[config.mk]
export PLATFORM = sky130hd
export DESIGN_NAME = cmd_uart_bridge
export DESIGN_NICKNAME = d
export VERILOG_FILES = /design/src/rtl/cmd_uart_bridge.sv
export SDC_FILE = /design/constraint.sdc
export NUM_CORES = 1
export LEC_CHECK = 0
export BUFFER_PORTS_ARGS = -buffer_cell sky130_fd_sc_hd__clkbuf_2
export CAP_MARGIN = 20
export CORE_MARGIN = 3
export CORE_UTILIZATION = 63
export DETAILED_ROUTE_END_ITERATION = 6
export PLACE_DENSITY = 0.84
export SLEW_MARGIN = 15
export SYNTH_ARGS = -nofsm -noshare
export SYNTH_HDL_FRONTEND = slang
export SYNTH_SLANG_ARGS = --single-unit
[constraint.sdc]
create_clock -name clk -period 5.9 [get_ports clk]
set_clock_uncertainty 0.2 [all_clocks]
set_input_delay 0.885 -clock clk [delete_from_list [all_inputs] [get_ports clk]]
set_output_delay 0.885 -clock clk [all_outputs]
set_load 0.02 [all_outputs]
[src/rtl/cmd_uart_bridge.sv]
// cmd_uart_bridge: host-side 8N1 UART endpoint of the command/response link.
// Pairs received bytes into 16-bit commands (high byte first) and serializes
// 8-bit responses back to the host. RX and TX run independently (full duplex).
//
// Ports:
//   clk          system clock
//   rst_n        asynchronous active-low reset
//   RX           serial input from host (asynchronous, idles high)
//   TX           serial output to host (idles high)
//   cmd          assembled command, {first byte, second byte}
//   cmd_rdy      cmd valid; set on low-byte receipt, cleared by clr_cmd_rdy
//   clr_cmd_rdy  pulse from the core that knocks down cmd_rdy
//   resp         response byte, captured when send_resp is accepted
//   send_resp    request to transmit resp (ignored while transmitting)
//   resp_sent    one-cycle pulse once the response stop bit has completed
module cmd_uart_bridge #(
  parameter int unsigned BAUD_DIV = 868
) (
  input  logic        clk,
  input  logic        rst_n,
  input  logic        RX,
  output logic        TX,
  output logic [15:0] cmd,
  output logic        cmd_rdy,
  input  logic        clr_cmd_rdy,
  input  logic [7:0]  resp,
  input  logic        send_resp,
  output logic        resp_sent
);

  localparam logic [11:0] LP_FULL = 12'(BAUD_DIV);
  localparam logic [11:0] LP_HALF = 12'(BAUD_DIV / 2);

  typedef enum logic [1:0] {RX_IDLE, RX_START, RX_DATA, RX_STOP} rx_state_t;
  typedef enum logic {TX_IDLE, TX_BUSY} tx_state_t;

  // ---------------- RX path ----------------
  logic        r_rx_meta;
  logic        r_rx_s;
  rx_state_t   r_rx_state;
  rx_state_t   w_rx_next;
  logic [11:0] r_rx_cnt;
  logic [2:0]  r_rx_bit;
  logic [7:0]  r_rx_shift;
  logic        r_byte_sel;
  logic [15:0] r_cmd;
  logic        r_cmd_rdy;
  logic        w_rx_tick;
  logic        w_rx_shift_en;
  logic        w_rx_accept;

  always_ff @(posedge clk or negedge rst_n) begin
    if (!rst_n) begin
      r_rx_meta <= 1'b1;
      r_rx_s    <= 1'b1;
    end else begin
      r_rx_meta <= RX;
      r_rx_s    <= r_rx_meta;
    end
  end

  always_ff @(posedge clk or negedge rst_n) begin
    if (!rst_n) r_rx_state <= RX_IDLE;
    else        r_rx_state <= w_rx_next;
  end

  // Counter is loaded with N and the sample happens on the edge where it
  // reads 1, i.e. exactly N cycles after the load.
  always_comb begin
    w_rx_next     = r_rx_state;
    w_rx_shift_en = 1'b0;
    w_rx_accept   = 1'b0;
    w_rx_tick     = (r_rx_cnt == 12'd1);
    case (r_rx_state)
      RX_IDLE:  if (!r_rx_s) w_rx_next = RX_START;
      RX_START: if (w_rx_tick) w_rx_next = r_rx_s ? RX_IDLE : RX_DATA;
      RX_DATA: begin
        if (w_rx_tick) begin
          w_rx_shift_en = 1'b1;
          if (r_rx_bit == 3'd7) w_rx_next = RX_STOP;
        end
      end
      RX_STOP: begin
        if (w_rx_tick) begin
          w_rx_accept = r_rx_s;
          w_rx_next   = RX_IDLE;
        end
      end
      default: w_rx_next = RX_IDLE;
    endcase
  end

  always_ff @(posedge clk or negedge rst_n) begin
    if (!rst_n) begin
      r_rx_cnt   <= '0;
      r_rx_bit   <= '0;
      r_rx_shift <= '0;
      r_byte_sel <= 1'b0;
      r_cmd      <= '0;
      r_cmd_rdy  <= 1'b0;
    end else begin
      if (r_rx_state == RX_IDLE) begin
        r_rx_cnt <= LP_HALF;
        r_rx_bit <= '0;
      end else if (w_rx_tick) begin
        r_rx_cnt <= LP_FULL;
      end else begin
        r_rx_cnt <= r_rx_cnt - 12'd1;
      end

      if (w_rx_shift_en) begin
        r_rx_shift <= {r_rx_s, r_rx_shift[7:1]};
        r_rx_bit   <= r_rx_bit + 3'd1;
      end

      // A low-byte set takes priority over a coincident clear.
      if (w_rx_accept) begin
        if (!r_byte_sel) begin
          r_cmd[15:8] <= r_rx_shift;
          r_cmd_rdy   <= 1'b0;
          r_byte_sel  <= 1'b1;
        end else begin
          r_cmd[7:0]  <= r_rx_shift;
          r_cmd_rdy   <= 1'b1;
          r_byte_sel  <= 1'b0;
        end
      end else if (clr_cmd_rdy) begin
        r_cmd_rdy <= 1'b0;
      end
    end
  end

  assign cmd     = r_cmd;
  assign cmd_rdy = r_cmd_rdy;

  // ---------------- TX path ----------------
  tx_state_t   r_tx_state;
  tx_state_t   w_tx_next;
  logic [9:0]  r_tx_shift;
  logic [11:0] r_tx_cnt;
  logic [3:0]  r_tx_bit;
  logic        r_resp_sent;
  logic        w_tx_load;
  logic        w_tx_tick;
  logic        w_tx_done;

  always_ff @(posedge clk or negedge rst_n) begin
    if (!rst_n) r_tx_state <= TX_IDLE;
    else        r_tx_state <= w_tx_next;
  end

  always_comb begin
    w_tx_next = r_tx_state;
    w_tx_load = 1'b0;
    w_tx_done = 1'b0;
    w_tx_tick = (r_tx_cnt == 12'd1);
    case (r_tx_state)
      TX_IDLE: begin
        if (send_resp) begin
          w_tx_load = 1'b1;
          w_tx_next = TX_BUSY;
        end
      end
      TX_BUSY: begin
        if (w_tx_tick && (r_tx_bit == 4'd9)) begin
          w_tx_done = 1'b1;
          w_tx_next = TX_IDLE;
        end
      end
      default: w_tx_next = TX_IDLE;
    endcase
  end

  // Shifter idles all ones so TX reads high whenever nothing is in flight.
  always_ff @(posedge clk or negedge rst_n) begin
    if (!rst_n) begin
      r_tx_shift  <= '1;
      r_tx_cnt    <= '0;
      r_tx_bit    <= '0;
      r_resp_sent <= 1'b0;
    end else begin
      r_resp_sent <= w_tx_done;
      if (w_tx_load) begin
        r_tx_shift <= {1'b1, resp, 1'b0};
        r_tx_cnt   <= LP_FULL;
        r_tx_bit   <= '0;
      end else if (r_tx_state == TX_BUSY) begin
        if (w_tx_tick) begin
          r_tx_shift <= {1'b1, r_tx_shift[9:1]};
          r_tx_cnt   <= LP_FULL;
          r_tx_bit   <= r_tx_bit + 4'd1;
        end else begin
          r_tx_cnt <= r_tx_cnt - 12'd1;
        end
      end
    end
  end

  assign TX        = r_tx_shift[0];
  assign resp_sent = r_resp_sent;

endmodule

==> out/summary.txt <==
status = completed
die area = 0.00619 mm^2
wirelength, routed = 6030 um
switching pwr = 0.000298 W
Area growth, synth to finish = 12.6%
gr ovfl total = 0
Worst Path Max Fanout = 23
Post-DP HPWL = 4270 um
vias in the first global route = 2264
antenna-violating nets left = 0
Cells after Synth = 281
Vias = 2177
WP data required = 5970 ps
Worst Tran Pin Value = 968 ps
ANT cells = 0
Reg clk slew, reported paths = 80 ps
antenna violations before repair = 0
setup violators final = 0
H-tree levels = 3
clock share of power = 37.3%
number of synthesized flops with an enable pin = 0
most frequent cell after synthesis = dfrtp_1
Max Root-Sink Buffers = 2
crit path launch type = flip-flop
Chip Width = 78.7 um
Hold Buf Count CTS = 0
fraction of registers with async set or reset after synthesis = 100%
switch share = 26.3%
crit path DAT = 2900 ps
layout cell share with drive strength beyond 1 = 30.5%
largest net degree at the start of global routing = 73
synth top area cells = dfrtp_1, dfstp_2, mux2_2, mux2_4, mux2i_1
DR vias/cell = 5.61
CTS resizes = 0
LEAKAGE = 1.81 nW
post-synth top area cell = dfrtp_1
first-pass GRT wire length = 10500 um
Post-route DRC = 0
crit-path cells = inv_1, ha_1, nor4b_2, nand4_1, or3_1, a21oi_1
max incr delay on CP = 820 ps
Syn Nets = 302
Comb pwr share = 10.6%
unrepaired setup endpoints after global routing = false
Final Max Tran Viols = 0
Initial DRC Count = 104
max-cap violations = 0
Tcrit/Tclk final = 48.0%
critical path class = flip-flop to flip-flop
Period minus WS final = 2830 ps
fin nets = 337
Ports = 32
Cells on Worst Hold Path = 0
Peak VDD IR = 0.000387 V
mean routed wirelength per cell = 15.5 um
FF+latch count, synth = 72
PwrDens = 302 mW/mm^2
top_reg_cell synth = dfrtp_1
clock sink count = 72
fmax = 353 MHz
clock latency on the worst-skew pair = 350 ps
CTS buffer count = 9
Core Rows = 25
Ys Warns = 0
total track usage = 22.2%
Post-synth top cells = dfrtp_1, o21ai_0, mux2_2, nand2_1, nor2_1
final core utilization = 76.3%
DRT Pass-1 Iters = 4
Final Wtd Congestion = 0.800
Yosys top cell area share = 45.9%
Critical Path Slowest Stage Cell = nand4_1
Port Buffers = 31
CTS tree = built
number of cells on the worst reg-to-reg path = 6
P_int = 0.000834 W
Initial Util = 67.7%
Slew Limit Headroom = 35.3%
Yosys cell types = 45
Seq pwr share = 52.1%
postcts setup bufs = 0
nature of the critical path endpoint = flip-flop
type of the tightest min-delay check = flip-flop to flip-flop
Fin. Hold Viols = 0
mean area per synthesized cell = 11.8 um^2
sequential share of the synthesized area = 54.6%
CORE AREA = 0.00491 mm^2
clock root buffer = clkbuf_8
Synth Cell Area = 0.00333 mm^2
chip height = 78.7 um
setup TNS = 0 ps
## registers in the layout, summed over array words and instances, names as in the netlist, named ones only
name	cells
r_rx_s	1
r_tx_shift	9
r_rx_state	1
r_rx_meta	1
r_byte_sel	1
cmd	16
r_rx_bit	3
r_tx_bit	4
resp_sent	1
r_rx_shift	8
r_tx_cnt	12
cmd_rdy	1
r_rx_cnt	12
r_tx_state	1
## metal layers
| layer | share of wire [%] | vias to the layer above | global-route usage [%] |
|---|---|---|---|
| li1 | - | 1057 | - |
| met1 | 43 | 1064 | 27.7 |
| met2 | 51 | 42 | 35.7 |
| met3 | 3.7 | 14 | 7.00 |
| met4 | 2.2 | 0 | 9.44 |
| met5 | 0 | - | 0 |
## layout by cell type (no fill, tap or decap), drive strengths merged, types with 6 or more instances in the layout
cell type,instances
a21oi,6
clkbuf,39
dfrtp,61
dfstp,11
ha,8
inv,11
mux2,28
mux2i,11
nand2,18
nand3,11
nor2,19
nor4,7
o21ai,22
xnor2,7
xor2,8
## power groups by stage
stage / clock (W) / combinational, W / sequential, W
detailed placement: 0 / 0.000122 / 0.000597
floorplan: 0 / 0.0000890 / 0.000585
global placement: 0 / 0.000113 / 0.000592
global route: 0.000451 / 0.000139 / 0.000598
CTS: 0.000430 / 0.000122 / 0.000588
finish: 0.000422 / 0.000120 / 0.000589
## critical path, delay by kind of cell, from the launching register on
family          cells  cell delay [ps]
compound gates      1              150
fa+ha+maj           1              150
buf+inv             1              100
flops               1              400
simple gates        3             1750
## stage by stage
| step | hold slack, ps | instance area [um^2] | instances | setup slack, ps | power [W] |
|---|---|---|---|---|---|
| after floorplan | 145 | 3330 | 281 | 3850 | 0.000674 |
| after global placement | 147 | 3530 | 372 | 3240 | 0.000705 |
| after detailed placement | 147 | 3530 | 372 | 3060 | 0.000719 |
| after CTS | 156 | 3750 | 388 | 3080 | 0.00114 |
| after global routing | 158 | 3750 | 388 | 2900 | 0.00119 |
| final | 153 | 3750 | 388 | 3070 | 0.00113 |
## final cells by class
class | count | area [um^2]
clock buffer | 9 | 124
timing repair buffer | 32 | 163
clock inverter | 7 | 96.3
inverter | 11 | 41.3
multi-input combinational | 190 | 1420
sequential | 72 | 1820
fill | 332 | 1160
tap | 67 | 83.8
## logic make-up after synthesis
kind of cell / count (synthesis) / synth area share [%]
and+or+nand+nor: 90 / 15.6
DFF: 72 / 54.6
muxes: 39 / 13.7
AOI/OAI and AO/OA: 38 / 6.55
buffers and inverters: 19 / 2.63
xor gates and xnor gates: 15 / 3.95
adders and majority gates: 8 / 3.01
## final timing paths
kind / start / endpoint / slack [ps]
min in group asynchronous: rst_n / r_rx_cnt[5]$_DFF_PN0_ / 530
max: r_tx_cnt[1]$_DFFE_PN0P_ / r_tx_bit[2]$_DFFE_PN0P_ / 3070
max in group asynchronous: rst_n / cmd[13]$_DFFE_PN0P_ / 4400
max reg2reg: r_tx_cnt[1]$_DFFE_PN0P_ / r_tx_bit[2]$_DFFE_PN0P_ / 3070
min: r_rx_meta$_DFF_PN1_ / r_rx_s$_DFF_PN1_ / 150
min reg2reg: r_rx_meta$_DFF_PN1_ / r_rx_s$_DFF_PN1_ / 150
No activity file was read; power rests on OpenSTA's default activity.
